===== config.mk =====
export PLATFORM = sky130hd
export DESIGN_NAME = fb_row_fetcher
export DESIGN_NICKNAME = d
export VERILOG_FILES = /design/src/rtl/fb_row_fetcher_pkg.sv /design/src/rtl/fb_fetch_skid_fifo.sv /design/src/rtl/fb_row_fetcher.sv
export SDC_FILE = /design/constraint.sdc
export NUM_CORES = 1
export LEC_CHECK = 0
export BUFFER_PORTS_ARGS = -buffer_cell sky130_fd_sc_hd__clkbuf_2
export CELL_PAD_IN_SITES_DETAIL_PLACEMENT = 0
export CELL_PAD_IN_SITES_GLOBAL_PLACEMENT = 1
export CORE_AREA = 8 8 114 116
export CTS_BUF_LIST = sky130_fd_sc_hd__clkbuf_4
export DETAILED_ROUTE_END_ITERATION = 10
export DIE_AREA = 0 0 122 124
export GPL_TIMING_DRIVEN = 0
export PLACE_DENSITY = 0.84
export SLEW_MARGIN = 5
export SYNTH_ARGS = -nofsm -noshare
export SYNTH_HDL_FRONTEND = slang
export SYNTH_HIERARCHICAL = 1
export SYNTH_SLANG_ARGS = --single-unit

===== constraint.sdc =====
create_clock -name clk -period 2.15 [get_ports clk]
set_input_delay 0.43 -clock clk [delete_from_list [all_inputs] [get_ports clk]]
set_output_delay 0.43 -clock clk [all_outputs]
set_load 0.05 [all_outputs]

===== src/rtl/fb_row_fetcher_pkg.sv =====
// Shared types and geometry for the framebuffer row fetcher.
// Panel geometry and RAM port B widths; the fetch FSM state and FIFO beat layout.
package fb_row_fetcher_pkg;

    localparam int PIXEL_WIDTH      = 64;
    localparam int PIXEL_HEIGHT     = 32;
    localparam int PIXEL_HALFHEIGHT = 16;
    localparam int BYTES_PER_PIXEL  = 2;
    localparam int RAM_LATENCY_DEF  = 1;

    localparam int ROW_W        = $clog2(PIXEL_HALFHEIGHT);
    localparam int COL_W        = $clog2(PIXEL_WIDTH);
    localparam int RAM_B_ADDR_W = $clog2(PIXEL_HALFHEIGHT * PIXEL_WIDTH);
    localparam int RAM_B_DATA_W = (PIXEL_HEIGHT / PIXEL_HALFHEIGHT) * BYTES_PER_PIXEL * 8;

    typedef enum logic [1:0] {
        IDLE  = 2'd0,
        FETCH = 2'd1,
        DRAIN = 2'd2
    } fetch_state_t;

    typedef struct packed {
        logic [RAM_B_DATA_W-1:0] data;
        logic [COL_W-1:0]        col;
    } fetch_beat_t;

endpackage


===== src/rtl/fb_fetch_skid_fifo.sv =====
// Small circular FIFO that absorbs RAM read latency in front of the pixel stream.
// Push and pop in the same cycle are both honoured; the head is visible combinationally.
module fb_fetch_skid_fifo #(
    parameter int DEPTH = 2,
    parameter int WIDTH = 8
) (
    input  logic                         clk,
    input  logic                         rst_n,
    input  logic                         i_push,
    input  logic [WIDTH-1:0]             i_din,
    input  logic                         i_pop,
    output logic [WIDTH-1:0]             o_dout,
    output logic                         o_empty,
    output logic [$clog2(DEPTH+1)-1:0]   o_count
);
    localparam int PTR_W = (DEPTH > 1) ? $clog2(DEPTH) : 1;
    localparam int CNT_W = $clog2(DEPTH + 1);

    logic [WIDTH-1:0] r_mem [DEPTH];
    logic [PTR_W-1:0] r_wr_ptr;
    logic [PTR_W-1:0] r_rd_ptr;
    logic [CNT_W-1:0] r_count;
    logic             w_do_pop;
    logic             w_do_push;

    function automatic logic [PTR_W-1:0] ptr_inc(input logic [PTR_W-1:0] p);
        return (p == PTR_W'(DEPTH - 1)) ? '0 : p + 1'b1;
    endfunction

    assign w_do_pop  = i_pop && (r_count != '0);
    assign w_do_push = i_push && ((r_count != CNT_W'(DEPTH)) || w_do_pop);

    always_ff @(posedge clk or negedge rst_n) begin
        if (!rst_n) begin
            r_wr_ptr <= '0;
            r_rd_ptr <= '0;
            r_count  <= '0;
            for (int i = 0; i < DEPTH; i++) r_mem[i] <= '0;
        end else begin
            if (w_do_push) begin
                r_mem[r_wr_ptr] <= i_din;
                r_wr_ptr        <= ptr_inc(r_wr_ptr);
            end
            if (w_do_pop) r_rd_ptr <= ptr_inc(r_rd_ptr);
            r_count <= r_count + CNT_W'(w_do_push) - CNT_W'(w_do_pop);
        end
    end

    assign o_dout  = r_mem[r_rd_ptr];
    assign o_empty = (r_count == '0);
    assign o_count = r_count;

endmodule


===== src/rtl/fb_row_fetcher.sv =====
// Walks one row-pair of the framebuffer through RAM port B and streams it as valid/ready beats.
// Define FB_FETCH_MIRROR_EN to issue columns from PIXEL_WIDTH-1 down to 0 for mirrored panels.
//
// state | meaning
// IDLE  | waiting for start
// FETCH | issuing reads, gated by credits (outstanding + queued)
// DRAIN | all reads issued, streaming out remaining beats
module fb_row_fetcher
    import fb_row_fetcher_pkg::*;
#(
    parameter int RAM_LATENCY = RAM_LATENCY_DEF
) (
    input  logic                    clk,
    input  logic                    reset_n,
    input  logic                    start,
    input  logic [ROW_W-1:0]        row_sel,
    output logic                    busy,
    output logic                    done,
    output logic [RAM_B_ADDR_W-1:0] ram_addr,
    output logic                    ram_clk_en,
    input  logic [RAM_B_DATA_W-1:0] ram_data,
    output logic                    pix_valid,
    input  logic                    pix_ready,
    output logic [RAM_B_DATA_W-1:0] pix_data,
    output logic [COL_W-1:0]        pix_col,
    output logic                    pix_last
);
    localparam int FIFO_DEPTH = RAM_LATENCY + 1;
    localparam int CNT_W      = $clog2(FIFO_DEPTH + 1);

`ifdef FB_FETCH_MIRROR_EN
    localparam logic [COL_W-1:0] COL_FIRST = COL_W'(PIXEL_WIDTH - 1);
    localparam logic [COL_W-1:0] COL_FINAL = '0;
`else
    localparam logic [COL_W-1:0] COL_FIRST = '0;
    localparam logic [COL_W-1:0] COL_FINAL = COL_W'(PIXEL_WIDTH - 1);
`endif

    fetch_state_t     r_state;
    fetch_state_t     w_state_nxt;
    logic [ROW_W-1:0] r_row;
    logic [COL_W-1:0] r_col;
    logic [COL_W-1:0] w_col_step;
    logic [CNT_W-1:0] r_outstanding;
    logic [CNT_W-1:0] w_used;
    logic [CNT_W-1:0] w_fifo_count;
    logic [RAM_LATENCY-1:0] r_tag_vld;
    logic [COL_W-1:0] r_tag_col [RAM_LATENCY];
    logic             r_done;
    logic             w_issue;
    logic             w_ret;
    logic             w_pop;
    logic             w_empty;
    fetch_beat_t      w_push_beat;
    fetch_beat_t      w_head;

`ifdef FB_FETCH_MIRROR_EN
    assign w_col_step = r_col - 1'b1;
`else
    assign w_col_step = r_col + 1'b1;
`endif

    assign w_ret       = r_tag_vld[RAM_LATENCY-1];
    assign w_pop       = pix_valid && pix_ready;
    assign w_push_beat = '{data: ram_data, col: r_tag_col[RAM_LATENCY-1]};

    // A slot being popped this cycle is already free, which keeps 1 beat/clk with ready high.
    always_comb begin
        w_used      = r_outstanding + w_fifo_count - CNT_W'(w_pop);
        w_issue     = 1'b0;
        w_state_nxt = r_state;
        case (r_state)
            IDLE: begin
                if (start) w_state_nxt = FETCH;
            end
            FETCH: begin
                w_issue = (w_used < CNT_W'(FIFO_DEPTH));
                if (w_issue && (r_col == COL_FINAL)) w_state_nxt = DRAIN;
            end
            DRAIN: begin
                if (w_pop && pix_last) w_state_nxt = IDLE;
            end
            default: w_state_nxt = IDLE;
        endcase
    end

    always_ff @(posedge clk or negedge reset_n) begin
        if (!reset_n) begin
            r_state       <= IDLE;
            r_row         <= '0;
            r_col         <= '0;
            r_outstanding <= '0;
            r_tag_vld     <= '0;
            r_done        <= 1'b0;
            for (int i = 0; i < RAM_LATENCY; i++) r_tag_col[i] <= '0;
        end else begin
            r_state <= w_state_nxt;
            r_done  <= (r_state == DRAIN) && w_pop && pix_last;
            if ((r_state == IDLE) && start) begin
                r_row <= row_sel;
                r_col <= COL_FIRST;
            end else if (w_issue) begin
                r_col <= w_col_step;
            end
            r_outstanding <= r_outstanding + CNT_W'(w_issue) - CNT_W'(w_ret);
            r_tag_vld[0]  <= w_issue;
            r_tag_col[0]  <= r_col;
            for (int i = 1; i < RAM_LATENCY; i++) begin
                r_tag_vld[i] <= r_tag_vld[i-1];
                r_tag_col[i] <= r_tag_col[i-1];
            end
        end
    end

    fb_fetch_skid_fifo #(
        .DEPTH (FIFO_DEPTH),
        .WIDTH ($bits(fetch_beat_t))
    ) u_fifo (
        .clk     (clk),
        .rst_n   (reset_n),
        .i_push  (w_ret),
        .i_din   (w_push_beat),
        .i_pop   (w_pop),
        .o_dout  (w_head),
        .o_empty (w_empty),
        .o_count (w_fifo_count)
    );

    assign busy       = (r_state != IDLE);
    assign done       = r_done;
    assign ram_clk_en = w_issue;
    assign ram_addr   = {r_row, r_col};
    assign pix_valid  = !w_empty;
    assign pix_data   = w_head.data;
    assign pix_col    = w_head.col;
    assign pix_last   = pix_valid && (w_head.col == COL_FINAL);

endmodule


---- Word level (Yosys, flattened, before mapping) ----
Index checks and enable logic that the tools add are counted.
word-level totals
  register bits ........................... 102
  logic and storage cells ................. 68
  output and inout port bits .............. 53
  input port bits ......................... 40
operators by class
  multiplexer cells ....................... 15
  reduce and logical (&&, ||, !) cells .... 18
  $lt $le $gt $ge ......................... 4
  add/sub/neg operators ................... 9
  bitwise gates (word level) .............. 2
  eq/ne operators ......................... 8
operators with widths
  kind                 count
  $mux 38              4
  $bwmux 76            1
  $demux 38 s1         1
  $eq 6x6->1 const B   2
  $mux 6               2
  $logic_and 1x1->1    10
  $ne 2x2->1 const B   4
  $add 6x1->6 const B  1
  $mux 2               3
  $pmux 2 s3           1
  $reduce_bool 2->1    3
  $sub 2x1->2          3
  $add 2x1->2          2
  $ge 2x2->1 const B   2
  $logic_not 2->1      2
  $not 1->2            2
  $mux 1               3
  $reduce_and 3->1     1
  $add 1x1->1 const B  2
  $add 2x2->2          1
  $eq 2x1->1 const B   1
  $eq 2x2->1 const B   1
  $lt 2x1->1 const B   1
  $lt 2x2->1 const B   1
  2 further kinds      2

---- Logic depth before layout (Yosys ltp) ----
Gate-level depths: netlist of the first run.
  word-level depth ........................ 9
  mapped depth ............................ 10
  gate-level depth less buffers ........... 9

---- Hierarchy ----
Netlist of the first run, hierarchy kept.
modules (own cells, without submodules)
  module              cells each  area each (um^2)  sequential area each (um^2)  times used
  fb_fetch_skid_fifo  261         3520.9            2001.9                       1
  fb_row_fetcher      79          940.9             550.5                        1

---- Worst setup path before layout of the first run ----
OpenSTA, ideal clock, no wires.
  kind .................................... register to register
  start ................................... reg u_fifo.r_rd_ptr
  end ..................................... reg r_state[1]
  cell stages (with the launch flop) ...... 8
  setup time .............................. 0.127 ns
  period minus slack after synthesis ...... 2.830 ns
  path slack .............................. -0.680 ns
  data arrival time ....................... 2.703 ns
  required time ........................... 2.023 ns
  buffers on the path ..................... 1
  cells stage by stage .................... dfrtp_1 clkbuf_1 mux2_2 nand4_1 nor3_1 nand2_1 nand2_1 o22ai_1
on the way
  cells in the longest elaborated chain, start to end .. 9
RTL lines
  what                                        RTL line                  source
  start: declaration                          fb_fetch_skid_fifo.sv:21  logic [PTR_W-1:0] r_rd_ptr;
  start signal: assignment                    fb_fetch_skid_fifo.sv:44  if (w_do_pop) r_rd_ptr <= ptr_inc(r_rd_ptr);
  $not 1->2 (implied by the code)             fb_fetch_skid_fifo.sv:49  assign o_dout = r_mem[r_rd_ptr];
  $mux 38 (implied by the code) (3 in a row)  fb_fetch_skid_fifo.sv:49
  named net pix_col[4]                        fb_row_fetcher.sv:25      output logic [COL_W-1:0] pix_col,
  $eq 6x6->1                                  fb_row_fetcher.sv:136     assign pix_last = pix_valid && (w_head.col == COL_FINAL);
  $logic_and 1x1->1                           fb_row_fetcher.sv:136
  named net pix_last                          fb_row_fetcher.sv:26      output logic pix_last
  $logic_and 1x1->1                           fb_row_fetcher.sv:81      if (w_pop && pix_last) w_state_nxt = IDLE;
  $ne 2x2->1 (no line)                        --
  $reduce_and 3->1 (no line)                  --
  end signal: assignment                      fb_row_fetcher.sv:97      r_state <= w_state_nxt;
  end: declaration                            fb_row_fetcher.sv:39      fetch_state_t r_state;
The timed path passes the listed nets, and every way through them passes these cells. The select of a mux whose other input is x is not followed.
A chain may end at the register's enable or synchronous reset.

---- Worst setup path in the final report of the first run ----
  start ................................... reg u_fifo.r_count[0] (netlist: u_fifo/o_count[0])
  end ..................................... out ram_clk_en
on the way
  cells in the longest elaborated chain, start to end .. 6
  elaborated cells between the ends (all ways) .. 7
  those cells by class .................... 2 x add/sub; 1 x order compare; 1 x mux; 3 x reduce/logical
RTL lines
  what                      RTL line                  source
  start: declaration        fb_fetch_skid_fifo.sv:22  logic [CNT_W-1:0] r_count;
  start signal: assignment  fb_fetch_skid_fifo.sv:45  r_count <= r_count + CNT_W'(w_do_push) - CNT_W'(w_do_pop);
  $logic_not 2->1           fb_fetch_skid_fifo.sv:50  assign o_empty = (r_count == '0);
  named net w_empty         fb_row_fetcher.sv:53      logic w_empty;
  $logic_not 1->1           fb_row_fetcher.sv:133     assign pix_valid = !w_empty;
  $logic_and 1x1->1         fb_row_fetcher.sv:64      assign w_pop = pix_valid && pix_ready;
  $sub 2x1->2               fb_row_fetcher.sv:69      w_used = r_outstanding + w_fifo_count - CNT_W'(w_pop);
  $lt 2x2->1                fb_row_fetcher.sv:77      w_issue = (w_used < CNT_W'(FIFO_DEPTH));
  $mux 1                    fb_row_fetcher.sv:72      case (r_state)
  end: declaration          fb_row_fetcher.sv:20      output logic ram_clk_en,
The timed path passes the listed nets, and every way through them passes these cells.

==> results of run 1 <==
[cells in the final DEF, fill, tap and decap left out, drive strengths merged]
cell type  instances
clkbuf            81
nor3               2
ha                 5
nand4              2
xnor2              7
o21ai              3
o31ai              3
mux2              58
mux2i              2
inv                5
and4               1
or3b               1
clkinvlp           2
o22ai              1
nand3              3
and3               1
clkinv             4
nor2b              2
nor3b              2
and2b              1
dfrtp            102
xor2               1
o211ai             4
o2bb2ai           60
nand2             45
nor2               3
buf               61
nand2b             2
or4b               1
[worst min-delay path by stage]
stage / endpoint / slack (ns) / cells past startpoint
after CTS: r_row[1]$_DFFE_PN0P_ / 0.02 / 1
final: r_row[1]$_DFFE_PN0P_ / 0.02 / 1
after global routing: r_row[1]$_DFFE_PN0P_ / 0.04 / 1
after global placement: r_tag_col[5]$_DFF_PN0_ / 0.44 / 0
after detailed placement: r_tag_col[5]$_DFF_PN0_ / 0.45 / 0
after floorplan: done$_DFF_PN0_ / 0.13 / 0
[cell families (layout without fill, tap and decap cells)]
logic type               after synthesis  after routing  synth area share [%]
flip-flops                           102            102                  57.2
AO/OA/AOI/OAI                         71             71                  13.5
AND/OR/NAND/NOR                       66             66                  7.01
multiplexers                          60             60                  15.1
buffers and inverters                 28            153                  4.21
XOR/XNOR                               8              8                  1.57
adder cells (fa/ha/maj)                5              5                  1.40
[worst max-delay path: stages (launching register included)]
cell	delay (ns)
dfrtp_2	0.45
nor2_4	0.06
or4b_4	0.53
o21ai_4	0.09
xnor2_2	0.11
nor3b_4	0.24
buf_8	0.18
[cell type report]
cell class                      count  area (um^2)  area share (%)
Clock buffer                       10         75.1            1.26
Clock inverter                      6         38.8           0.652
Timing Repair Buffer              111          990            16.6
Multi-Input combinational cell    210         1870            31.5
Sequential cell                   102         2550            43.0
Tap cell                          143          179            3.01
Buffer                             21          219            3.68
Inverter                            5         18.8           0.316
[state kept, by name (all words and copies together), names as in the netlist]
register and cells:
done 1, r_col 6, r_outstanding 2, r_row 4, r_state 2, r_tag_col 6, r_tag_vld 1, u_fifo/o_count 2
u_fifo/r_mem 76, u_fifo/r_rd_ptr 1, u_fifo/r_wr_ptr 1
[metrics by stage]
stage               worst slack (ns)  instances
CTS                           -0.450        602
finish                        -0.371        608
global placement              -0.597        575
floorplan                     -0.249        340
global route                  -0.505        608
detailed placement            -0.180        576
[per-layer routing]
metal	wire length, um	share of wire, %	track usage [%]
met5	0	0	0
met4	62	0.56	3.86
met3	596	5.4	4.17
met2	5470	49	25.2
met1	4990	45	18.6
[what timing repair did]
action / CTS / global route
pin swaps: 4 / 5
endpoints found under the setup margin: 82 / 69
resized for setup: 81 / 80
setup buffers: 9 / 11
gates cloned: 1 / 0
==> results.toml, run 1 <==
[timing]
hold_slack_ns = 0.0165
fmaxAchievable_mhz = 397
max_slew_margin_pct = 55.6
finalSetupViolCount = 9
period_share_pct = 117
fin_crit_ns = 2.52
final.setup_skew_ns = 0.0131
timing.setup.tns_ns = -1.16
rsz0062_at_grt = "true"
setup_ws_ns = -0.371
tightest_slew_ns = 0.665
hold_viol = 0
finalMaxSlewViolations = 0

[floorplanning]
die_h_um = 124
io_pins = 93
start_util_pct = 39.9
dieArea_mm2 = 0.0151
core_region_area_mm2 = 0.0112
die-width_um = 122
rows = 39

[clock_network]
clock_sinks = 102
clock_path_buffers = 2
cts_tree = "built"
cts_root_buf = "clkbuf_4"
cts_max_level = 3
ctsHoldBuffers = 0
clk_pin_slew_ns = 0.16
cts_made_buffers = 9
clk_latency_ns = 0.44

[synth]
synth_area_mm2 = 0.00446
synth_seq_area_share_pct = 57.2
synth_most_common_cell = "dfrtp_1"
yosysTopAreaCellShare_pct = 57.2
synthDistinctLibCells = 35
avgSynthCellArea_um2 = 13.1
synth-seq-cells = 102
synth_area_leaders = "dfrtp_1 (57%), o2bb2ai_1 (12%), mux2_2 (11%)"
synth_area_leader_cell = "dfrtp_1"
synthArstFlopShare_pct = 100
syn_inst = 340
syn_nets = 385
synth_ff_type = "dfrtp_1"
yosysWarnings = 6
yosys-top-cells-count = "dfrtp_1 (102), o2bb2ai_1 (60), nand2_1 (45), mux2_2 (44), mux2_1 (14)"
synth_edf_count = 0

[cells_and_area]
n_antenna_cell = 0
fillCellCount = 962
final_area_mm2 = 0.00595
final_core_util_pct = 53.2
fin_nets = 505
drive_gt1_share_pct = 45.2
area_delta_synth_final_pct = 33.3

[job]
max_cap_viol_count = 0

[global_routing]
antenna_found_initial = 0
first_global_vias = 3542
grtUsageTotal_pct = 15.0
gr-total-overflow = 0
grt_max_degree = 57
grt_first_pass_wirelength_mm = 18.1

[worst_setup_path]
crit_arrival_ns = 2.09
cp.required_ns = 1.72
critPathCapture = "ram_clk_en"
crit_start = "u_fifo/o_count[0]$_DFF_PN0_"
critPathMaxFanout = 4
ff2ff_path_depth = 10
cp-start-kind = "flop"
crit_type = "flop to primary output"
r2r-end = "u_fifo/o_count[1]$_DFF_PN0_"
worst_setup_path_end_kind = "primary output"
r2r_start = "u_fifo/o_count[0]$_DFF_PN0_"
ff2ff_setup_slack_ns = -0.08

[detailed_routing]
drtPass1Iterations = 4
detail_route.wl_per_cell_um = 18.3
vias = 3180
drc = 0
viasPerCell = 5.23
drt_iter0_markers = 147
routed_wl_mm = 11.1
ant_nets = 0

[outcome]
status = "complete, but fails checks"
violations = "negative setup slack"

[place]
gp_congestion = 0.719
io_buffer_count = 92
placed_area_mm2 = 0.00517
hpwl_mm = 7.44

[min_path]
hold_class = "primary input to async pin"
Power of run 1 is left out: the tool's default activity adds up to more than one toggle a clock period on the data nets, which glitch-free logic cannot reach.
==> inputs of run 2 (changes only) <==
--- a/config.mk
+++ b/config.mk
@@ -8,10 +8,10 @@
 export BUFFER_PORTS_ARGS = -buffer_cell sky130_fd_sc_hd__clkbuf_2
 export CELL_PAD_IN_SITES_DETAIL_PLACEMENT = 0
 export CELL_PAD_IN_SITES_GLOBAL_PLACEMENT = 1
-export CORE_AREA = 8 8 114 116
+export CORE_AREA = 2 2 108 110
 export CTS_BUF_LIST = sky130_fd_sc_hd__clkbuf_4
 export DETAILED_ROUTE_END_ITERATION = 10
-export DIE_AREA = 0 0 122 124
+export DIE_AREA = 0 0 110 112
 export GPL_TIMING_DRIVEN = 0
 export PLACE_DENSITY = 0.84
 export SLEW_MARGIN = 5
==> run 2 against run 1 <==
  * The run still ends with negative setup slack left
  * Via count is 3.0% higher
  * Sequential cell count stayed put
  * Core utilization is 4.5 points higher
  * Cell count is 3.0% higher
  * Largest cell class unchanged
  * Hold slack better by 0.013 ns
  * Wire length is 1.5% lower
  * Highest routed layer unchanged
  * Die area is 19% lower
  * First-iteration DRC count is 7.5% higher
==> results.toml, run 2 (same netlist as run 1, synthesis figures left out) <==
[outcome]
status = "complete, but fails checks"
violations = "negative setup slack"

[detailed_routing]
vias = 3276
detail_route.wl_per_cell_um = 17.5
routed_wl_mm = 10.9
drt_iter0_markers = 158
drtPass1Iterations = 4
ant_nets = 0
drc = 0
viasPerCell = 5.23

[clock_network]
cts_made_buffers = 9
cts_tree = "built"
cts_max_level = 3
clock_sinks = 102
clk_pin_slew_ns = 0.17
clk_latency_ns = 0.45
clock_path_buffers = 2
ctsHoldBuffers = 0
cts_root_buf = "clkbuf_4"

[worst_setup_path]
ff2ff_path_depth = 11
cpMostUsedCell = "buf_4"
path_cells = "buf_4 -> buf_4 -> xnor2_1 -> xnor2_2 -> nor3b_4 -> buf_8"
cp.depth = 6
cp-start-kind = "flop"
crit_slowest_cell = "dfrtp_1"
worst_setup_path_end_kind = "primary output"
crit_family = "XOR/XNOR gates"
max_stage_delay_ns = 0.45
crit_type = "flop to primary output"
cp.required_ns = 1.72
crit_arrival_ns = 2.07
critPathBufInv = 3
critPathMaxFanout = 3

[cells_and_area]
final_cell_mix = "dfrtp_1 (101), clkbuf_2 (51), nand2_1 (44), o2bb2ai_1 (38), mux2_2 (32)"
final_common_cell = "dfrtp_1"
fin_nets = 523
multi_input_area_mm2 = 0.00207
fillCellCount = 891
drive_gt1_share_pct = 53.0
final_core_util_pct = 57.7
largest_register = "u_fifo/r_mem"
n_antenna_cell = 0
area_delta_synth_final_pct = 44.6
regArea_mm2 = 0.00255
reg_top3 = "u_fifo/r_mem (76), r_col (6), r_tag_col (6)"
largest_reg_flops = 76

[timing]
tightest_slew_ns = 0.808
max_slew_margin_pct = 46.2
final.setup_skew_ns = 0.0230
fmaxAchievable_mhz = 400
fin_crit_ns = 2.50
hold_viol = 0
period_share_pct = 116
finalMaxSlewViolations = 0
finalSetupViolCount = 77
rsz0062_at_grt = "true"
setup_ws_ns = -0.353

[global_routing]
antenna_found_initial = 0
grtUsageTotal_pct = 18.3
first_global_vias = 3402
grt_first_pass_wirelength_mm = 17.4
gr-total-overflow = 0
grt_max_degree = 103

[min_path]
hold_class = "primary input to async pin"

[floorplanning]
core_region_area_mm2 = 0.0112
dieArea_mm2 = 0.0123
die_h_um = 112
rows = 39
die-width_um = 110
start_util_pct = 39.9
io_pins = 93

[place]
io_buffer_count = 92
hpwl_mm = 6.50
gp_congestion = 0.733

[job]
max_cap_viol_count = 0
==> run 2: final timing paths <==
path,start,endpoint,slack (ns)
max,u_fifo/o_count[1]$_DFF_PN0_,ram_clk_en,-0.35
min,reset_n,r_row[1]$_DFFE_PN0P_,0.03
max reg2reg,u_fifo/o_count[1]$_DFF_PN0_,u_fifo/o_count[1]$_DFF_PN0_,-0.13
min reg2reg,r_col[5]$_DFFE_PN0P_,r_tag_col[5]$_DFF_PN0_,0.48
max in group asynchronous,reset_n,u_fifo/o_count[0]$_DFF_PN0_,1.53
min in group clk,row_sel[3],r_row[3]$_DFFE_PN0P_,0.19
==> run 2: timing repair <==
item,in CTS,in global routing
endpoints found under the setup margin,58,119
pin swaps,6,7
gates resized for setup,128,90
gates cloned,4,1
setup buffers,20,19
==> run 2: through the flow <==
| stage | std cells | hold slack (ns) | TNS, ns | instance area, um^2 | setup WS, ns |
|---|---|---|---|---|---|
| after floorplan | 340 | 0.134 | -1.07 | 4500 | -0.249 |
| after global placement | 575 | 0.444 | -62.66 | 5140 | -0.613 |
| after detailed placement | 575 | 0.442 | -1.05 | 5150 | -0.192 |
| after CTS | 615 | 0.0504 | -8.82 | 6090 | -0.431 |
| after global routing | 626 | 0.0540 | -12.94 | 6450 | -0.485 |
| final | 626 | 0.0292 | -6.82 | 6450 | -0.353 |
==> run 2: metal layers <==
layer | part of all wire [%] | up-vias | global-route usage, %
met4 | 1.4 | 0 | 3.46
li1 | - | 1523 | -
met2 | 49 | 84 | 29.5
met5 | 0 | - | 0
met1 | 45 | 1657 | 24.9
met3 | 4.7 | 12 | 5.21
==> run 2: cell type report <==
type	count	share of cell area (%)
Inverter	5	0.291
Multi-Input combinational cell	210	32.1
Buffer	21	3.72
Tap cell	143	2.77
Clock inverter	6	1.07
Timing Repair Buffer	129	19.3
Clock buffer	10	1.16
Sequential cell	102	39.6
Power of run 2 is left out for the same reason.
